<file path="config.mk">
export PLATFORM = sky130hd
export DESIGN_NAME = mem_stage_lsu_flat
export DESIGN_NICKNAME = d
export VERILOG_FILES = /design/src/rtl/mem_stage_lsu_if.sv /design/src/rtl/mem_stage_lsu.sv /design/src/flat_wrapper.sv
export SDC_FILE = /design/constraint.sdc
export NUM_CORES = 1
export LEC_CHECK = 0
export BUFFER_PORTS_ARGS = -buffer_cell sky130_fd_sc_hd__buf_2
export CORE_MARGIN = 4
export CORE_UTILIZATION = 48
export DETAILED_ROUTE_END_ITERATION = 10
export PLACE_DENSITY = 0.77
export SYNTH_ARGS = -nofsm -noshare
export SYNTH_HDL_FRONTEND = slang
export SYNTH_SLANG_ARGS = --single-unit
</file>
<file path="constraint.sdc">
create_clock -name i_CLK -period 1.8 [get_ports i_CLK]
set_input_delay 0.36 -clock i_CLK [delete_from_list [all_inputs] [get_ports i_CLK]]
set_output_delay 0.36 -clock i_CLK [all_outputs]
set_load 0.02 [all_outputs]
</file>
<file path="src/rtl/mem_stage_lsu_if.sv">
// Data-memory bus between the MEMORY-stage LSU (master) and the memory (slave).
// Handshake: the master raises o_MemReq with o_MemAddr/o_MemWe/o_MemWData/o_MemBe
// stable; the transfer is accepted on the first rising edge where i_MemGnt is
// high while o_MemReq is high. For reads, i_MemRValid marks the single cycle in
// which i_MemRData carries the raw word; it never coincides with the grant.
interface mem_stage_lsu_if #(
  parameter int DATA_WIDTH    = 32,
  parameter int ADDRESS_WIDTH = 32
);
  logic                      o_MemReq;
  logic                      o_MemWe;
  logic [ADDRESS_WIDTH-1:0]  o_MemAddr;
  logic [DATA_WIDTH-1:0]     o_MemWData;
  logic [DATA_WIDTH/8-1:0]   o_MemBe;
  logic                      i_MemGnt;
  logic                      i_MemRValid;
  logic [DATA_WIDTH-1:0]     i_MemRData;

  modport master (
    output o_MemReq, o_MemWe, o_MemAddr, o_MemWData, o_MemBe,
    input  i_MemGnt, i_MemRValid, i_MemRData
  );

  modport slave (
    input  o_MemReq, o_MemWe, o_MemAddr, o_MemWData, o_MemBe,
    output i_MemGnt, i_MemRValid, i_MemRData
  );
endinterface

</file>
<file path="src/rtl/mem_stage_lsu.sv">
// MEMORY-stage load/store unit: issues one request per access on the data bus,
// stalls the pipeline until it completes, formats sub-word stores and aligns /
// extends sub-word loads. Byte-lane logic assumes a 32-bit data bus.
// Optional feature macro: LSU_MISALIGN_TRAP_EN (trap misaligned half/word
// accesses instead of silently dropping the low address bits).
module mem_stage_lsu #(
  parameter int DATA_WIDTH    = 32,
  parameter int ADDRESS_WIDTH = 32
) (
  input  logic                     i_CLK,
  input  logic                     i_RST,
  input  logic [ADDRESS_WIDTH-1:0] i_ALUOutM,
  input  logic [DATA_WIDTH-1:0]    i_WriteDataM,
  input  logic                     i_MemWriteM,
  input  logic                     i_MemReadM,
  input  logic [1:0]               i_SizeM,
  input  logic                     i_SignedM,
  output logic [DATA_WIDTH-1:0]    o_ReadDataM,
  output logic                     o_StallM,
  output logic                     o_MisalignM,
  output logic [1:0]               o_DbgState,
  mem_stage_lsu_if.master          bus
);

  typedef enum logic [1:0] {
    S_IDLE   = 2'd0,
    S_REQ    = 2'd1,
    S_WAIT_R = 2'd2,
    S_DONE   = 2'd3
  } state_t;

  state_t                    state_q, state_d;
  logic [ADDRESS_WIDTH-1:0]  addr_q, addr_d;
  logic [1:0]                size_q, size_d;
  logic                      signed_q, signed_d;
  logic                      we_q, we_d;
  logic                      req_q, req_d;
  logic [DATA_WIDTH-1:0]     wdata_q, wdata_d;
  logic [DATA_WIDTH/8-1:0]   be_q, be_d;
  logic [DATA_WIDTH-1:0]     rdata_q, rdata_d;
  logic [DATA_WIDTH/8-1:0]   be_fmt;
  logic [DATA_WIDTH-1:0]     wdata_fmt;
  logic [DATA_WIDTH-1:0]     load_ext;
  logic [7:0]                byte_lane;
  logic [15:0]               half_lane;
  logic                      access;

`ifdef LSU_MISALIGN_TRAP_EN
  logic                      mis_q, mis_d;
  logic                      misaligned;
  // Half needs a[0]=0, word (size 10/11) needs a[1:0]=0.
  assign misaligned = ((i_SizeM == 2'b01) && i_ALUOutM[0]) ||
                      (i_SizeM[1] && (i_ALUOutM[1:0] != 2'b00));
  assign o_MisalignM = mis_q;
`else
  assign o_MisalignM = 1'b0;
`endif

  // Both flags high is treated as a write.
  assign access = i_MemReadM | i_MemWriteM;

  // Byte enables and lane-replicated store data from the current stage inputs.
  always_comb begin
    be_fmt    = 4'b1111;
    wdata_fmt = i_WriteDataM;
    case (i_SizeM)
      2'b00: begin
        be_fmt    = 4'b0001 << i_ALUOutM[1:0];
        wdata_fmt = {4{i_WriteDataM[7:0]}};
      end
      2'b01: begin
        be_fmt    = 4'b0011 << {i_ALUOutM[1], 1'b0};
        wdata_fmt = {2{i_WriteDataM[15:0]}};
      end
      default: begin
        be_fmt    = 4'b1111;
        wdata_fmt = i_WriteDataM;
      end
    endcase
  end

  // Select the addressed lane of the raw read word and extend it.
  always_comb begin
    byte_lane = bus.i_MemRData[7:0];
    case (addr_q[1:0])
      2'd0:    byte_lane = bus.i_MemRData[7:0];
      2'd1:    byte_lane = bus.i_MemRData[15:8];
      2'd2:    byte_lane = bus.i_MemRData[23:16];
      default: byte_lane = bus.i_MemRData[31:24];
    endcase
    half_lane = addr_q[1] ? bus.i_MemRData[31:16] : bus.i_MemRData[15:0];
    case (size_q)
      2'b00:   load_ext = {{24{signed_q & byte_lane[7]}}, byte_lane};
      2'b01:   load_ext = {{16{signed_q & half_lane[15]}}, half_lane};
      default: load_ext = bus.i_MemRData;
    endcase
  end

  // Next-state and registered-output logic of the access FSM.
  always_comb begin
    state_d  = state_q;
    addr_d   = addr_q;
    size_d   = size_q;
    signed_d = signed_q;
    we_d     = we_q;
    req_d    = req_q;
    wdata_d  = wdata_q;
    be_d     = be_q;
    rdata_d  = rdata_q;
`ifdef LSU_MISALIGN_TRAP_EN
    mis_d    = 1'b0;
`endif
    case (state_q)
      S_IDLE: begin
        if (access) begin
          addr_d   = i_ALUOutM;
          size_d   = i_SizeM;
          signed_d = i_SignedM;
          we_d     = i_MemWriteM;
          wdata_d  = wdata_fmt;
          be_d     = be_fmt;
`ifdef LSU_MISALIGN_TRAP_EN
          if (misaligned) begin
            // No bus traffic; flag the exception during the DONE cycle.
            state_d = S_DONE;
            mis_d   = 1'b1;
            if (!i_MemWriteM) rdata_d = '0;
          end else begin
            state_d = S_REQ;
            req_d   = 1'b1;
          end
`else
          state_d = S_REQ;
          req_d   = 1'b1;
`endif
        end
      end
      S_REQ: begin
        if (bus.i_MemGnt) begin
          req_d   = 1'b0;
          state_d = we_q ? S_DONE : S_WAIT_R;
        end
      end
      S_WAIT_R: begin
        if (bus.i_MemRValid) begin
          rdata_d = load_ext;
          state_d = S_DONE;
        end
      end
      default: begin
        state_d = S_IDLE;
      end
    endcase
  end

  // State and output registers; reset abandons any access in flight.
  always_ff @(posedge i_CLK) begin
    if (i_RST) begin
      state_q  <= S_IDLE;
      addr_q   <= '0;
      size_q   <= '0;
      signed_q <= 1'b0;
      we_q     <= 1'b0;
      req_q    <= 1'b0;
      wdata_q  <= '0;
      be_q     <= '0;
      rdata_q  <= '0;
`ifdef LSU_MISALIGN_TRAP_EN
      mis_q    <= 1'b0;
`endif
    end else begin
      state_q  <= state_d;
      addr_q   <= addr_d;
      size_q   <= size_d;
      signed_q <= signed_d;
      we_q     <= we_d;
      req_q    <= req_d;
      wdata_q  <= wdata_d;
      be_q     <= be_d;
      rdata_q  <= rdata_d;
`ifdef LSU_MISALIGN_TRAP_EN
      mis_q    <= mis_d;
`endif
    end
  end

  assign o_StallM       = ~i_RST & access & (state_q != S_DONE);
  assign o_ReadDataM    = rdata_q;
  assign o_DbgState     = state_q;
  assign bus.o_MemReq   = req_q;
  assign bus.o_MemWe    = we_q;
  assign bus.o_MemAddr  = {addr_q[ADDRESS_WIDTH-1:2], 2'b00};
  assign bus.o_MemWData = wdata_q;
  assign bus.o_MemBe    = be_q;

endmodule

</file>
<file path="src/flat_wrapper.sv">
// flat-port wrapper written by rule: the top's interface ports become plain ports
module mem_stage_lsu_flat 
#(
  parameter int DATA_WIDTH    = 32,
  parameter int ADDRESS_WIDTH = 32
)
  (i_CLK, i_RST, i_ALUOutM, i_WriteDataM, i_MemWriteM, i_MemReadM, i_SizeM, i_SignedM, o_ReadDataM, o_StallM, o_MisalignM, o_DbgState, bus_o_MemReq, bus_o_MemWe, bus_o_MemAddr, bus_o_MemWData, bus_o_MemBe, bus_i_MemGnt, bus_i_MemRValid, bus_i_MemRData);
  mem_stage_lsu_if #(.DATA_WIDTH(DATA_WIDTH), .ADDRESS_WIDTH(ADDRESS_WIDTH)) bus_i ();
  input  logic i_CLK;
  input  logic i_RST;
  input  logic [ADDRESS_WIDTH-1:0] i_ALUOutM;
  input  logic [DATA_WIDTH-1:0] i_WriteDataM;
  input  logic i_MemWriteM;
  input  logic i_MemReadM;
  input  logic [1:0] i_SizeM;
  input  logic i_SignedM;
  output logic [DATA_WIDTH-1:0] o_ReadDataM;
  output logic o_StallM;
  output logic o_MisalignM;
  output logic [1:0] o_DbgState;
  output wire logic [$bits(bus_i.o_MemReq)-1:0] bus_o_MemReq;
  output wire logic [$bits(bus_i.o_MemWe)-1:0] bus_o_MemWe;
  output wire logic [$bits(bus_i.o_MemAddr)-1:0] bus_o_MemAddr;
  output wire logic [$bits(bus_i.o_MemWData)-1:0] bus_o_MemWData;
  output wire logic [$bits(bus_i.o_MemBe)-1:0] bus_o_MemBe;
  input wire logic [$bits(bus_i.i_MemGnt)-1:0] bus_i_MemGnt;
  input wire logic [$bits(bus_i.i_MemRValid)-1:0] bus_i_MemRValid;
  input wire logic [$bits(bus_i.i_MemRData)-1:0] bus_i_MemRData;
  assign bus_o_MemReq = bus_i.o_MemReq;
  assign bus_o_MemWe = bus_i.o_MemWe;
  assign bus_o_MemAddr = bus_i.o_MemAddr;
  assign bus_o_MemWData = bus_i.o_MemWData;
  assign bus_o_MemBe = bus_i.o_MemBe;
  assign bus_i.i_MemGnt = bus_i_MemGnt;
  assign bus_i.i_MemRValid = bus_i_MemRValid;
  assign bus_i.i_MemRData = bus_i_MemRData;
  mem_stage_lsu #(.DATA_WIDTH(DATA_WIDTH), .ADDRESS_WIDTH(ADDRESS_WIDTH)) u_core (.i_CLK(i_CLK), .i_RST(i_RST), .i_ALUOutM(i_ALUOutM), .i_WriteDataM(i_WriteDataM), .i_MemWriteM(i_MemWriteM), .i_MemReadM(i_MemReadM), .i_SizeM(i_SizeM), .i_SignedM(i_SignedM), .o_ReadDataM(o_ReadDataM), .o_StallM(o_StallM), .o_MisalignM(o_MisalignM), .o_DbgState(o_DbgState), .bus(bus_i));
endmodule
</file>
# == After elaboration in Yosys (flattened, before gate mapping) ==
# Cells that the tools add are included.
# word_totals
mem_bits_rw,0
regBits,107
output_inout_bits,106
n_memories,0
inputBits,105
mem_bits_ro,0
latchBits,0
# classes
n_lt_le_gt_ge,0
div,0
n_shift,2
bitwise_logic,6
n_mul,0
reduce_logical,9
eq_ne,10
n_mux,13
n_addsub,0
# op_table
op,count
$pmux W32 S2,2
$pmux W8 S3,1
$mux W16,1
$eq A2 B1 Y1 const B,4
$logic_not A2 Y1,4
$pmux W4 S2,1
$mux W2,3
$ne A2 B2 Y1 const B,3
$pmux W2 S3,1
$reduce_and A3 Y1,2
$and A1 B1 Y1,4
$eq A2 B2 Y1 const B,2
$reduce_and A2 Y1,2
$shl A1 B2 Y4 const A,1
$shl A2 B2 Y4 const A,1
$mux W1,3
$ne A2 B1 Y1 const B,1
$pmux W1 S2,1
$reduce_bool A2 Y1,1
$not A1 Y1,1
$or A1 B1 Y1,1

# == Logic depth before layout (Yosys ltp) ==
# depth
depth_word,4
ltp_mapped,8
mapped_depth_nobuf,6

# == Least setup slack after synthesis ==
# OpenSTA, ideal clock, no wires.
# synth_path
path_kind,register to register
start,"reg u_core.state_q[0], in the netlist u_core.o_DbgState[0]"
end,"reg u_core.state_q[0], in the netlist u_core.o_DbgState[0]"
synth_period_minus_slack_ns,1.695
slack_ns,0.105
arrival_time_ns,1.568
stages_incl_launch_ff,7
path_cell_list,dfxtp_1 -> inv_1 -> ha_1 -> nor3b_1 -> a221oi_1 -> mux2i_1 -> nor2_1
# synth_via
elab_chain_len,3
word_cells_on_any_way,8
classes_between,5 x eq/ne; 1 x mux; 2 x reduce/logical
# synth_lines
item,line,rtl
"start, declared",mem_stage_lsu.sv:32,"state_t state_q, state_d;"
"start signal, assigned",mem_stage_lsu.sv:172,state_q <= state_d;
$eq A2 B2 Y1 (tied with other cells),mem_stage_lsu.sv:113,case (state_q)
$ne A2 B2 Y1 (no source line) / $ne A2 B1 Y1 (equally long branches),--,
$reduce_and A3 Y1 (no source line),--,
# Several ways; a longest one is shown, not always the timed one.
# A chain may end at the register's enable or synchronous reset.

# == Final worst setup path ==
# layout_path
start,"reg u_core.state_q[0], in the netlist u_core.o_DbgState[0]"
end,out o_StallM
# layout_via
elab_chain_len,2
# layout_lines
item,line,rtl
$ne A2 B2 Y1,mem_stage_lsu.sv:187,assign o_StallM = ~i_RST & access & (state_q != S_DONE);
$and A1 B1 Y1,mem_stage_lsu.sv:187,
"end, declared",flat_wrapper.sv:18,output logic o_StallM;
# Every way passes these cells.

==> impl_results.md <==
- Gate power share: 48.1%
- H-Tree Depth: 3
- Sequential power share: 37.2%
- Worst slew pin tran: 0.570 ns
- Vias: 4835
- Top post-synthesis cells by count: 138 x nand2_1, 107 x dfxtp_1, 67 x nor2_1, 60 x a21oi_1, 33 x buf_4
- Synth Flop Type: dfxtp_1
- Critical path startpoint category: flop
- Final setup vio count: 0
- Setup Skew: 0.00677 ns
- Hold-fix buffer count after cts: 0
- Fmax: 597 MHz
- DIE HEIGHT: 110 um
- Die W: 110 um
- Top cell type's share of synthesized area: 42.8%
- Top cell type by total area after synthesis: dfxtp_1
- Critical setup path kind: flop to primary output
- Worst path arrival time: 1.32 ns
- Vias in the first global route: 4694
- Inserted Clock Buffers: 9
- Post-synth ARST share: 0%
- RSZ-0062 raised after global routing: false
- Synth Warn #: 0
- Req. time, crit path: 1.44 ns
- CTS Sinks: 107
- Cell Int Power: 0.00515 W
- Post-Synthesis Cells: 615
- I/O pins: 211
- Placement Setup Slack: 0.120 ns
- CTS Root Buffer Type: clkbuf_8
- Top cells by area, synth: dfxtp_1 43%, nand2_1 10%, a21oi_1 6.0%, mux2i_1 5.6%, nor2_1 5.0%
- Placed Area: 6010 um^2
- Via density: 5.29
- Worst-path maximum fanout: 5
- Final min period: 1.68 ns
- DRC: 0
- Max-Cap Viols: 0
- Setup crit end kind: primary output
- Sequential area share after synthesis: 42.8%
- DP HPWL: 10.8 mm
- Final wirelength: 14.5 mm
- TritonCTS clock tree: yes
- Reported net switching power: 0.00394 W
- Clk Latency, worst-skew pair: 0.35 ns
- Count leader, synth: nand2_1
- First-pass GRT wire length: 22.5 mm
- Synth unique cells: 36
- Final Max Slew Viols: 0
- Core Footprint: 10200 um^2
- Clock power frac: 14.7%
- Peak supply drop: 0.000750 V
- Initial antenna violation count: 0
- Leak pwr: 2.83 nW
- Worst setup margin: 0.124 ns
- Initial core utilization: 48.9%
- Grt total ovfl: 0
- Area growth, synth to finish: 23.6%
- Antenna diodes: 0
- Flops & latches, synth: 107
- Largest net degree at the start of global routing: 108
- DIE AREA: 12100 um^2
- Number of flops mapped to enable cells by yosys: 0
- Initial DRC Count: 284
- Final net count: 882
- Worst min path class: input port to flop
- Post-Syn Area per Cell: 8.14 um^2
- Row count: 37
- Wire length per cell: 15.9 um
- Buffer count from post-CTS setup fixing: 0
- Resized cells post-CTS: 0
- PD cells: 1470 nW/um^2
- Setup TNS: 0 ns
- Clock slew at reported path FFs: 0.10 ns
- Slew HR: 61.9%
- Longest Clk Path Bufs: 2
- Detail Route Antenna Nets: 0
- PortBufs: 207
- Crit share post-route: 93.1%
- DRT Pass-1 Iters: 6
- Sw Ratio: 43.3%
- Design area: 6190 um^2
- GRT Overall Usage: 23.2%
- Share of cells above drive strength 1: 33.9%
- Final Hold Vio Count: 0
- Global placement routability congestion: 0.886
- Mapped cell area: 5010 um^2
- Status: finished clean
==> cell type report <==
class | count | area [um^2]
clock buffer | 12 | 145
clock inverter | 4 | 26.3
fill | 933 | 4040
inverter | 8 | 30.0
multi-input combinational | 422 | 2410
sequential | 107 | 2140
tap | 136 | 170
timing repair buffer | 225 | 1260
==> per-layer routing <==
metal / global-route usage [%] / vias up / part of all wire (%)
li1: - / 2372 / -
met1: 27.8 / 2236 / 39
met2: 40.5 / 200 / 50
met3: 5.59 / 27 / 8.3
met4: 7.74 / 0 / 2.5
met5: 0 / - / 0
==> final timing paths <==
path	start	to	slack, ns	cells past startpoint
min	i_ALUOutM[9]	u_core.addr_q[9]	0.23	3
max	u_core.o_DbgState[0]	o_StallM	0.12	3
max reg2reg	u_core.addr_q[0]	u_core.o_ReadDataM[3]	0.17	4
min reg2reg	u_core.addr_q[23]	u_core.addr_q[23]	0.46	2
==> power by group through the flow <==
stage | clock (W) | sequential (W) | combinational (W)
2_1_floorplan | 0 | 0.00393 | 0.00258
3_3_place_gp | 0 | 0.00339 | 0.00426
3_5_place_dp | 0 | 0.00343 | 0.00438
4_1_cts | 0.00138 | 0.00338 | 0.00438
5_1_grt | 0.00146 | 0.00347 | 0.00480
6_report | 0.00133 | 0.00338 | 0.00437
==> registers in the layout (all words and copies together) (netlist names) <==
name,count
u_core.o_ReadDataM,32
u_core.size_q,2
u_core.bus.o_MemWe,1
u_core.o_DbgState,2
u_core.addr_q,32
u_core.signed_q,1
u_core.bus.o_MemBe,4
u_core.bus.o_MemWData,32
u_core.bus.o_MemReq,1
==> cells in the final DEF (no fill, tap or decap), types with 2 or more instances in the layout <==
cell type  netlist  routed
clkbuf_8         0      10
inv_1            7       7
dfxtp_1        107     107
nor2_1          67      67
buf_12           0       7
nand2b_1         3       3
a211oi_1        24      24
conb_1           1       3
a311oi_1         8       8
nor3_1           7       7
buf_4           33      12
mux2i_1         28      28
clkinv_2         0       2
o21ai_0         25      24
clkbuf_1        31       2
a21oi_1         60      60
buf_2           12     206
a22oi_1          8       8
a211oi_2        18      18
ha_1             4       4
and3_1           7       7
nand2_1        138     138
a22o_1           8       8
==> critical path, stage by stage (launching register included) <==
cell and delay [ns]:
dfxtp_1 0.36, ha_1 0.23, nor3_1 0.19, buf_2 0.19
==> cells by family (layout without fill, tap and decap cells) <==
kind of cell / count (synthesis) / count (layout) / share of synthesized area [%]
muxes: 29 / 29 / 5.87
adders and majority gates: 4 / 4 / 1.00
DFF: 107 / 107 / 42.8
buffers and inverters: 88 / 249 / 9.67
AOI/OAI and AO/OA: 159 / 159 / 22.6
and+or+nand+nor: 227 / 227 / 17.9
other: 1 / 3 / 0.0749
==> metrics by stage <==
step	power (W)	hold WS (ns)	util, %	cells
global placement	0.00765	0.438	58.7	898
CTS	0.00915	0.207	60.4	914
global route	0.00973	0.211	60.5	914
detailed placement	0.00781	0.444	58.7	898
finish	0.00908	0.231	60.5	914
floorplan	0.00651	0.437	-	617
(Power assumes the default switching activity.)
